--- config.mk ---
export PLATFORM = sky130hd
export DESIGN_NAME = color_sensor_poller
export DESIGN_NICKNAME = d
export VERILOG_FILES = /design/src/rtl/color_sensor_poller.sv
export SDC_FILE = /design/constraint.sdc
export NUM_CORES = 1
export LEC_CHECK = 0
export CAP_MARGIN = 20
export CORE_AREA = 2 2 171 106
export CTS_BUF_LIST = sky130_fd_sc_hd__clkbuf_8
export DETAILED_ROUTE_END_ITERATION = 16
export DIE_AREA = 0 0 173 108
export DONT_BUFFER_PORTS = 1
export GPL_TIMING_DRIVEN = 0
export PLACE_DENSITY = 0.7
export SLEW_MARGIN = 20
export SYNTH_ARGS = -nofsm -noshare
export SYNTH_HDL_FRONTEND = slang
export SYNTH_SLANG_ARGS = --single-unit
--- constraint.sdc ---
create_clock -name clk -period 3.3 [get_ports clk]
set_clock_uncertainty 0.2 [all_clocks]
set_input_delay 0.66 -clock clk [delete_from_list [all_inputs] [get_ports clk]]
set_output_delay 0.66 -clock clk [all_outputs]
set_load 0.05 [all_outputs]
--- src/rtl/color_sensor_poller.sv ---
// color_sensor_poller
// Drives a byte-level I2C master to initialise an RGBC-class colour sensor.
// It polls STATUS.AVALID, burst-reads NUM_CH channels into a shadow buffer and
// publishes them atomically. Supports single-shot and continuous modes, NACK
// retry, a poll timeout and a sticky error flag.

module color_sensor_poller #(
    parameter int         NUM_CH    = 4,
    parameter int         CH_WIDTH  = 16,
    parameter logic [7:0] DATA_BASE = 8'h14,
    parameter logic [7:0] CMD_BIT   = 8'h80,
    parameter logic [7:0] ATIME_VAL = 8'hFF,
    parameter logic [7:0] GAIN_VAL  = 8'h02,
    parameter int         PON_WAIT  = 28800,
    parameter int         POLL_GAP  = 1200,
    parameter int         POLL_MAX  = 64,
    parameter int         RETRY_MAX = 3
) (
    input  logic                       clk,
    input  logic                       rst,
    input  logic                       continuous,
    input  logic                       trigger,
    output logic                       i2c_cmd_valid,
    input  logic                       i2c_cmd_ready,
    output logic                       i2c_rw,
    output logic [7:0]                 i2c_reg,
    output logic [7:0]                 i2c_wdata,
    input  logic                       i2c_done,
    input  logic                       i2c_nack,
    input  logic [7:0]                 i2c_rdata,
    output logic [NUM_CH*CH_WIDTH-1:0] ch_data,
    output logic                       data_valid,
    output logic                       err,
    output logic                       busy
);

    localparam int BYTES  = CH_WIDTH / 8;
    localparam int NBYTES = NUM_CH * BYTES;
    localparam int IDX_W  = (NBYTES > 1) ? $clog2(NBYTES) : 1;

    typedef enum logic [3:0] {
        S_INIT_PON,
        S_WAIT_PON,
        S_INIT_ATIME,
        S_INIT_GAIN,
        S_INIT_AEN,
        S_IDLE,
        S_POLL,
        S_POLL_WAIT,
        S_READ,
        S_PUBLISH,
        S_ERROR
    } state_t;

    state_t state_reg, state_next;

    logic                       cmd_valid_reg;
    logic                       pend_reg;
    logic                       rw_reg;
    logic [7:0]                 reg_addr_reg;
    logic [7:0]                 wdata_reg;
    logic [31:0]                wait_cnt_reg;
    logic [7:0]                 retry_cnt_reg;
    logic [15:0]                poll_cnt_reg;
    logic [IDX_W-1:0]           byte_idx_reg;
    logic [7:0]                 shadow_reg [NBYTES];
    logic [NBYTES*8-1:0]        shadow_flat;
    logic [NUM_CH*CH_WIDTH-1:0] ch_data_reg;
    logic                       data_valid_reg;
    logic                       err_reg;
    logic                       busy_reg;

    // Transfer descriptor for the current state
    logic       x_req;
    logic       x_rw;
    logic [7:0] x_reg;
    logic [7:0] x_wdata;

    // Completion events only count for the transfer we actually have in flight
    logic ack_evt, nack_evt, give_up, state_chg;
    assign ack_evt   = pend_reg && i2c_done && !i2c_nack;
    assign nack_evt  = pend_reg && i2c_done && i2c_nack;
    assign give_up   = nack_evt && (retry_cnt_reg == 8'(RETRY_MAX));
    assign state_chg = (state_next != state_reg);

    // Byte i sits at bit i*8, which is channel i/BYTES, lane i%BYTES, low byte first
    generate
        for (genvar gi = 0; gi < NBYTES; gi++) begin : g_flat
            assign shadow_flat[gi*8 +: 8] = shadow_reg[gi];
        end
    endgenerate

    // State register
    always_ff @(posedge clk) begin
        if (rst) begin
            state_reg <= S_INIT_PON;
        end else begin
            state_reg <= state_next;
        end
    end

    // Next-state logic and the transfer each state wants to issue
    always_comb begin
        state_next = state_reg;
        x_req      = 1'b0;
        x_rw       = 1'b0;
        x_reg      = 8'h00;
        x_wdata    = 8'h00;
        case (state_reg)
            S_INIT_PON: begin
                x_req   = 1'b1;
                x_reg   = 8'h00 | CMD_BIT;
                x_wdata = 8'h01;
                if (give_up)      state_next = S_ERROR;
                else if (ack_evt) state_next = S_WAIT_PON;
            end
            S_WAIT_PON: begin
                if (wait_cnt_reg == 32'(PON_WAIT - 1)) state_next = S_INIT_ATIME;
            end
            S_INIT_ATIME: begin
                x_req   = 1'b1;
                x_reg   = 8'h01 | CMD_BIT;
                x_wdata = ATIME_VAL;
                if (give_up)      state_next = S_ERROR;
                else if (ack_evt) state_next = S_INIT_GAIN;
            end
            S_INIT_GAIN: begin
                x_req   = 1'b1;
                x_reg   = 8'h0F | CMD_BIT;
                x_wdata = GAIN_VAL;
                if (give_up)      state_next = S_ERROR;
                else if (ack_evt) state_next = S_INIT_AEN;
            end
            S_INIT_AEN: begin
                x_req   = 1'b1;
                x_reg   = 8'h00 | CMD_BIT;
                x_wdata = 8'h03;
                if (give_up)      state_next = S_ERROR;
                else if (ack_evt) state_next = continuous ? S_POLL : S_IDLE;
            end
            S_IDLE: begin
                if (trigger || continuous) state_next = S_POLL;
            end
            S_POLL: begin
                x_req = 1'b1;
                x_rw  = 1'b1;
                x_reg = 8'h13 | CMD_BIT;
                if (give_up) begin
                    state_next = S_ERROR;
                end else if (ack_evt) begin
                    if (i2c_rdata[0])                               state_next = S_READ;
                    else if (poll_cnt_reg == 16'(POLL_MAX - 1))     state_next = S_ERROR;
                    else                                            state_next = S_POLL_WAIT;
                end
            end
            S_POLL_WAIT: begin
                if (wait_cnt_reg == 32'(POLL_GAP - 1)) state_next = S_POLL;
            end
            S_READ: begin
                x_req = 1'b1;
                x_rw  = 1'b1;
                x_reg = (DATA_BASE + 8'(byte_idx_reg)) | CMD_BIT;
                if (give_up) begin
                    state_next = S_ERROR;
                end else if (ack_evt && (byte_idx_reg == IDX_W'(NBYTES - 1))) begin
                    state_next = S_PUBLISH;
                end
            end
            S_PUBLISH: begin
                state_next = continuous ? S_POLL : S_IDLE;
            end
            S_ERROR: begin
                if (wait_cnt_reg == 32'(PON_WAIT - 1)) state_next = S_INIT_PON;
            end
            default: state_next = S_INIT_PON;
        endcase
    end

    // Request/accept/complete handshake: one transfer in flight, fields frozen until accepted
    always_ff @(posedge clk) begin
        if (rst) begin
            cmd_valid_reg <= 1'b0;
            pend_reg      <= 1'b0;
            rw_reg        <= 1'b0;
            reg_addr_reg  <= 8'h00;
            wdata_reg     <= 8'h00;
        end else if (state_chg) begin
            cmd_valid_reg <= 1'b0;
            pend_reg      <= 1'b0;
        end else if (cmd_valid_reg) begin
            if (i2c_cmd_ready) begin
                cmd_valid_reg <= 1'b0;
                pend_reg      <= 1'b1;
            end
        end else if (pend_reg) begin
            // A NACK lands here too; the same transfer is re-issued next cycle
            if (i2c_done) pend_reg <= 1'b0;
        end else if (x_req) begin
            cmd_valid_reg <= 1'b1;
            rw_reg        <= x_rw;
            reg_addr_reg  <= x_reg;
            wdata_reg     <= x_wdata;
        end
    end

    // Wait timer, retry/poll counters and read byte index
    always_ff @(posedge clk) begin
        if (rst) begin
            wait_cnt_reg  <= '0;
            retry_cnt_reg <= '0;
            poll_cnt_reg  <= '0;
            byte_idx_reg  <= '0;
        end else begin
            if (state_chg) begin
                wait_cnt_reg <= '0;
            end else if (state_reg == S_WAIT_PON || state_reg == S_POLL_WAIT ||
                         state_reg == S_ERROR) begin
                wait_cnt_reg <= wait_cnt_reg + 32'd1;
            end

            if (ack_evt || give_up) retry_cnt_reg <= '0;
            else if (nack_evt)      retry_cnt_reg <= retry_cnt_reg + 8'd1;

            if (state_reg == S_POLL && ack_evt) begin
                poll_cnt_reg <= i2c_rdata[0] ? 16'd0 : poll_cnt_reg + 16'd1;
            end else if (state_reg == S_ERROR) begin
                poll_cnt_reg <= '0;
            end

            if (state_reg != S_READ) byte_idx_reg <= '0;
            else if (ack_evt)        byte_idx_reg <= byte_idx_reg + IDX_W'(1);
        end
    end

    // Shadow buffer: each byte lane captures its own read
    generate
        for (genvar gi = 0; gi < NBYTES; gi++) begin : g_shadow
            always_ff @(posedge clk) begin
                if (rst) begin
                    shadow_reg[gi] <= 8'h00;
                end else if (state_reg == S_READ && ack_evt &&
                             byte_idx_reg == IDX_W'(gi)) begin
                    shadow_reg[gi] <= i2c_rdata;
                end
            end
        end
    endgenerate

    // Published data, frame strobe, sticky error and busy flag
    always_ff @(posedge clk) begin
        if (rst) begin
            ch_data_reg    <= '0;
            data_valid_reg <= 1'b0;
            err_reg        <= 1'b0;
            busy_reg       <= 1'b0;
        end else begin
            data_valid_reg <= (state_reg == S_PUBLISH);
            busy_reg       <= (state_next != S_IDLE);
            if (state_reg == S_PUBLISH) begin
                ch_data_reg <= shadow_flat;
                err_reg     <= 1'b0;
            end else if (state_reg == S_ERROR) begin
                err_reg     <= 1'b1;
            end
        end
    end

    assign i2c_cmd_valid = cmd_valid_reg;
    assign i2c_rw        = rw_reg;
    assign i2c_reg       = reg_addr_reg;
    assign i2c_wdata     = wdata_reg;
    assign ch_data       = ch_data_reg;
    assign data_valid    = data_valid_reg;
    assign err           = err_reg;
    assign busy          = busy_reg;

endmodule

==> results of run 1 <==
[kinds of logic after synthesis]
family,Yosys count
AO/OA/AOI/OAI,156
AND/OR/NAND/NOR,506
multiplexers,2
buffers and inverters,86
other,1
flip-flops,206
adder cells (fa/ha/maj),9
XOR/XNOR,39
[worst max-delay path, delay by kind of cell, from the launching register on]
family | cells | cell delay (ns)
flops | 1 | 0.30
compound gates | 1 | 0.16
simple gates | 3 | 0.81
buf+inv | 4 | 1.36
[layout make-up]
type	instances	area, µm²
Fill cell	1492	6670
Sequential cell	206	4760
Multi-Input combinational cell	714	4100
Clock buffer	40	551
Buffer	75	372
Tap cell	234	293
Clock inverter	16	153
Inverter	11	41.3
[metrics by stage]
stage	area [µm²]	power [W]	hold slack [ns]	worst slack, ns	std cells
after floorplan	9270	0.00348	0.257	0.696	1006
after global placement	9570	0.00371	0.277	0.323	1240
after detailed placement	9570	0.00371	0.288	0.287	1240
after CTS	10300	0.00602	0.0855	0.429	1296
after global routing	10300	0.00621	0.0816	0.170	1296
final	10300	0.00601	0.105	0.399	1296
[layer usage]
| metal | vias to the layer above | GRT usage |
|---|---|---|
| met5 | - | 0 |
| met4 | 0 | 0.0418 |
| met3 | 24 | 0.0696 |
| met2 | 349 | 0.329 |
| met1 | 3492 | 0.396 |
| li1 | 3641 | - |
[power by group]
part | internal (W) | switching, W | total, W
Combinational | 0.000209 | 0.000525 | 0.000733
Clock | 0.00133 | 0.00100 | 0.00233
Sequential | 0.00270 | 0.000249 | 0.00295
[how the worst max path moves through the flow]
stage	from	end	slack, ns
3_3_place_gp	i2c_nack	pend_reg	0.32
6_report	state_reg[3]	ch_data[40]	0.40
5_1_grt	state_reg[3]	ch_data[33]	0.17
3_5_place_dp	i2c_nack	i2c_cmd_valid	0.29
2_1_floorplan	i2c_nack	i2c_cmd_valid	0.70
4_1_cts	state_reg[3]	ch_data[40]	0.43
[cells in the final DEF, fill, tap and decap left out, drive strengths merged, types with 5 or more instances in the layout]
cell type	instances
buf	34
and3	53
a21oi	92
nand3b	10
ha	9
o21ai	26
nor4b	5
nor3	38
inv	15
clkinv	9
and4	7
or4	5
nor2	50
nor3b	6
dfxtp	142
xnor2	31
nand2	177
nand3	19
xor2	8
a31oi	8
edfxtp	64
nor4	40
nand4	11
and2	30
nand2b	6
or3	38
clkbuf	81
==> key figures, run 1 <==
Synthesis
  • Count leader, synth: nand2_1
  • Seq/Total Area, Yosys: 0.514
  • Synth async-reset ratio: 0
  • Main synth FF type: dfxtp_1
  • Post-synthesis mux area share: 0.00216
  • Post-synthesis adder-cell area fraction: 0.0121
  • EDFF count, synth: 64
  • Largest cells by area after synthesis: dfxtp_1 31%, edfxtp_1 21%, nand2_1 7.2%
  • Synth Warn #: 0
  • Synth Area in Simple Gates: 0.292
  • Post-Synth XOR/XNOR Area: 0.0368
  • Synth Area in Compound Gates: 0.0976
  • Synthesized area: between 9000 and 10000 µm²
  • Mean area per synthesized cell: about 9.2 µm²
  • Gate Count Post-Synth: approximately 1000
  • Largest area contributor in the synthesized netlist: dfxtp_1
  • Synthesis-stage register bit count: 206
  • Post-synthesis cell type count: between 60 and 70
  • Largest family of logic cells by synthesized area: simple AND/OR/NAND/NOR gates
  • Synth top area share: 0.307
  • List of most frequent post-synthesis cells: 177 x nand2_1, 142 x dfxtp_1, 92 x a21oi_1

Worst hold path
  • Min-Delay Endpoint: shadow_reg[1][12]
  • Hold path depth: 1
  • Hold WC Path Type: input pin to register
  • Hold_sp: i2c_rdata[4]

Clocking
  • Num CTS Buffers: 30
  • Clock Root Buffer: clkbuf_8
  • Worst-path clk slew: 0.07 ns
  • Hold_buf cts: 0
  • Buffer levels on the longest clock path: 3
  • CTS resizes: 0
  • Post-CTS setup buffers: 0
  • H-tree levels: 1
  • Worst-Skew Late Latency: 0.56 ns
  • CTS tree: built
  • Clk sinks: roughly 210

Timing
  • Fmax: approximately 340 MHz
  • Slew Limit Fails: 0
  • Headroom to the max-slew limit: 0.492
  • Hold Fails Final Rpt: 0
  • Slew @ Worst Pin: roughly 0.76 ns
  • Final Critical Period: about 2.9 ns
  • Setup TNS: 0 ns
  • Final period utilization: 0.879
  • Final setup vio count: 0
  • Unrepaired setup endpoints after global routing: false

Final layout
  • Core Util, Final: 0.606
  • Final nets: between 1000 and 1500
  • Syn-to-layout area delta: 10.8%
  • N_diodes: 0
  • Layout cells sized above 1: 0.0932

Critical path
  • Critical path class: register to register
  • Critical path launch point type: register
  • Crit path max fanout: 10
  • Worst reg2reg setup slack: 0.40 ns
  • Path depth of the worst reg2reg path: 8
  • CP max stage delay: approximately 0.51 ns
  • Critical Path AT: 3.17 ns
  • CP cell instances: buf_2, buf_2, nor2b_1, nor3b_1, clkbuf_1, buf_1, nand2_1, a21oi_1
  • Worst r2r src: state_reg[3]
  • Required time of the worst setup path: 3.57 ns
  • Critical path endpoint category: register
  • Top cell by count, worst path: buf_2
  • RR Endpoint: ch_data[40]
  • Worst-path cell with the longest stage delay: clkbuf_1

Floorplanning
  • Starting Density: 0.547
  • Core Area: between 15000 and 20000 µm²
  • Die X: approximately 170 µm
  • Cell Rows: 37
  • I/O pin cnt: 100
  • Die height: around 110 µm
  • Die ar.: about 19000 µm²

Routing
  • DR WL met3: between 2 and 3 mm
  • Drt drc: 0
  • Drt wl/cell: around 18 µm
  • Wl on met1: approximately 12 mm
  • WL met2: slightly above 9 mm
  • Via density: 5.79
  • DR iter-0 viols: about 840
  • Total routed wirelength: about 24 mm
  • DR top layer: met4
  • Vias: ~7500
  • TritonRoute pass-1 iters: 5
  • Post-route ant nets: 0

Global route
  • Global-route usage over all layers: 0.248
  • Grt ovf: 0
  • Initial antenna violation count: 0
  • Largest net degree at the start of global routing: 15
  • First-pass GRT wire length: between 30 and 40 mm
  • Vias in the first global route: between 6000 and 7000

Placed design
  • Placer Congestion: about 0.95
  • Final HPWL DP: between 15 and 20 mm
  • Number of port buffers: 0

Power and ir drop
  • Worst vdd ir: 0.324 mV
  • Leak Pwr: 3.63 nW
  • PwrDens: just under 600 nW/µm²

Run status
  • Outcome: complete, no violations

Flow run
  • Max cap viols: 0
(Power assumes the default switching activity.)
==> run 2, diff against run 1 <==
--- a/config.mk
+++ b/config.mk
@@ -6,13 +6,15 @@
 export NUM_CORES = 1
 export LEC_CHECK = 0
 export CAP_MARGIN = 20
-export CORE_AREA = 2 2 171 106
+export CELL_PAD_IN_SITES_DETAIL_PLACEMENT = 0
+export CELL_PAD_IN_SITES_GLOBAL_PLACEMENT = 1
+export CORE_AREA = 2 2 178 110
 export CTS_BUF_LIST = sky130_fd_sc_hd__clkbuf_8
 export DETAILED_ROUTE_END_ITERATION = 16
-export DIE_AREA = 0 0 173 108
+export DIE_AREA = 0 0 180 112
 export DONT_BUFFER_PORTS = 1
 export GPL_TIMING_DRIVEN = 0
-export PLACE_DENSITY = 0.7
+export PLACE_DENSITY_LB_ADDON = 0.1
 export SLEW_MARGIN = 20
 export SYNTH_ARGS = -nofsm -noshare
 export SYNTH_HDL_FRONTEND = slang
==> key figures, run 2 (synthesis gave the netlist of run 1 again) <==
Global route
  • Global-route usage over all layers: 0.244 (-0.00388)
  • Vias in the first global route: 6836 (+4.5%)
  • First-pass GRT wire length: 39.2 mm (+7.2%)
  • Initial antenna violation count: 2 (+2)
  • Grt ovf: 0 (unchanged)
  • Largest net degree at the start of global routing: 15 (unchanged)

Power and ir drop
  • Leak Pwr: 3.58 nW (-1.4%)
  • Worst vdd ir: 0.327 mV (+0.69%)
  • Total Power: 0.00566 W (-5.9%)
  • PwrDens: 557 nW/µm² (-4.8%)

Critical path
  • Critical path endpoint category: register
  • Worst r2r src: retry_cnt_reg[0]
  • Critical Path AT: 3.15 ns (-0.02 ns)
  • Buf/Inv on CP: 1 (-3)
  • Worst-path cell with the longest stage delay: nor4_4
  • Path depth of the worst reg2reg path: 8 (unchanged)
  • Critical path launch point type: register
  • Crit path max fanout: 10 (unchanged)
  • CP max stage delay: 0.48 ns (-0.03 ns)
  • Required time of the worst setup path: 3.58 ns (about the same)
  • CP cell instances: ha_1, nand4_1, nor4_4, a21oi_1, a21o_1, clkbuf_1, or3_1, nor3_1
  • Family with the most delay on the worst path: simple AND/OR/NAND/NOR gates
  • Critical path depth: 8 (unchanged)
  • Crit path from: retry_cnt_reg[0]
  • Critical path class: register to register

Timing
  • Hold Fails Final Rpt: 0 (unchanged)
  • Final setup vio count: 0 (unchanged)
  • Setup TNS: 0 ns (unchanged)
  • Final period utilization: 0.872 (-0.00725)
  • Headroom to the max-slew limit: 0.432 (-0.0597)
  • Slew @ Worst Pin: 0.843 ns (+0.0865 ns)
  • Final Critical Period: 2.88 ns (-0.0239 ns)
  • Fmax: 348 MHz (+0.83%)
  • Slew Limit Fails: 0 (unchanged)
  • Unrepaired setup endpoints after global routing: false

Routing
  • Post-route ant nets: 0 (unchanged)
  • Drt wl/cell: 18.8 µm (+3.0%)
  • DR iter-0 viols: 779 (-7.4%)
  • TritonRoute pass-1 iters: 5 (unchanged)
  • Drt drc: 0 (unchanged)
  • Total routed wirelength: 24.6 mm (+4.0%)
  • Vias: 7448 (-0.77%)
  • Via density: 5.69 (-1.8%)

Floorplanning
  • Starting Density: 0.499 (-0.0485)
  • Core Area: 18600 µm² (+9.7%)
  • I/O pin cnt: 100 (unchanged)
  • Cell Rows: 39 (+5.4%)
  • Die X: 180 µm (+4.0%)
  • Die height: 112 µm (+3.7%)
  • Die ar.: 20200 µm² (+7.9%)

Worst hold path
  • Hold path depth: 1 (unchanged)
  • Hold WC Path Type: input pin to register
  • Hold_sp: i2c_rdata[2]

Clocking
  • Buffer levels on the longest clock path: 3 (unchanged)
  • H-tree levels: 1 (unchanged)
  • Worst-Skew Late Latency: 0.56 ns (about the same)
  • Worst-path clk slew: 0.07 ns (about the same)
  • CTS resizes: 0 (unchanged)
  • Hold_buf cts: 0 (unchanged)
  • CTS tree: built
  • Num CTS Buffers: 31 (+3.3%)
  • Clk sinks: 206 (unchanged)
  • Post-CTS setup buffers: 0 (unchanged)
  • Clock Root Buffer: clkbuf_8

Placed design
  • Final HPWL DP: 17.3 mm (+3.9%)
  • Post-DP Area: 9580 µm² (+0.16%)
  • Placer Congestion: 0.857 (-9.3%)
  • Number of port buffers: 0 (unchanged)

Final layout
  • N_diodes: 0 (unchanged)
  • Most frequent cells in the layout: 177 x nand2_1, 142 x dfxtp_1, 92 x a21oi_1
  • Syn-to-layout area delta: 9.46%
  • Final nets: 1063 (+0.094%)
  • Post-route cell area: 10100 µm² (-1.2%)
  • Layout cells sized above 1: 0.0800 (-0.0133)
  • Most common cell after layout, fill and taps aside: nand2_1
  • Filler Cell Count: 1703 (+14%)

Flow run
  • Max cap viols: 0 (unchanged)

Run status
  • Outcome: complete, no violations
-- run 2: changes by cell type in the layout (fill, tap and decap cells not counted), sizes merged --
cell / change
bufinv: -2
clkbuf: -8
clkinv: +5
inv: +6
-- run 2: metrics by stage --
stage	util	std cells	hold WS [ns]	worst slack, ns
2_1_floorplan	-	1006	0.257	0.696
3_3_place_gp	0.515	1252	0.284	0.314
3_5_place_dp	0.515	1252	0.289	0.323
4_1_cts	0.546	1309	0.0719	0.448
5_1_grt	0.546	1309	0.0748	0.146
6_report	0.546	1309	0.102	0.423
-- run 2: path summary, 6_finish.rpt --
kind,slack (ns),endpoint
worst max-delay path,0.42,wait_cnt_reg[17]
worst min register to register,0.30,ch_data[12]
worst max register to register,0.42,wait_cnt_reg[17]
worst min-delay path,0.10,shadow_reg[1][2]
-- run 2: cell type report --
| cell class | count | area, µm² | area share |
|---|---|---|---|
| Inverter | 11 | 41.3 | 0.00407 |
| Multi-Input combinational cell | 714 | 4100 | 0.404 |
| Sequential cell | 206 | 4760 | 0.470 |
| Buffer | 75 | 372 | 0.0366 |
| Clock buffer | 32 | 440 | 0.0434 |
| Tap cell | 246 | 308 | 0.0303 |
| Clock inverter | 25 | 125 | 0.0123 |
-- run 2: report_power, final --
group	internal, W	switching (W)	total [W]
Combinational	0.000208	0.000526	0.000734
Clock	0.000974	0.000993	0.00197
Sequential	0.00270	0.000251	0.00295
Total	0.00389	0.00177	0.00566
-- run 2: layer usage --
layer / global-route usage / wire length [µm] / vias up
li1: - / - / 3630
met2: 0.307 / 8970 / 271
met4: 0.0455 / 360 / 0
met1: 0.404 / 13100 / 3520
met5: 0 / 0 / -
met3: 0.0648 / 2180 / 27
==> run 3, diff against run 2 <==
--- a/config.mk
+++ b/config.mk
@@ -15,7 +15,6 @@
 export DONT_BUFFER_PORTS = 1
 export GPL_TIMING_DRIVEN = 0
 export PLACE_DENSITY_LB_ADDON = 0.1
-export SLEW_MARGIN = 20
 export SYNTH_ARGS = -nofsm -noshare
 export SYNTH_HDL_FRONTEND = slang
 export SYNTH_SLANG_ARGS = --single-unit
==> results of run 3 <==
Final layout, timing and power as in run 2 (identical DEF).
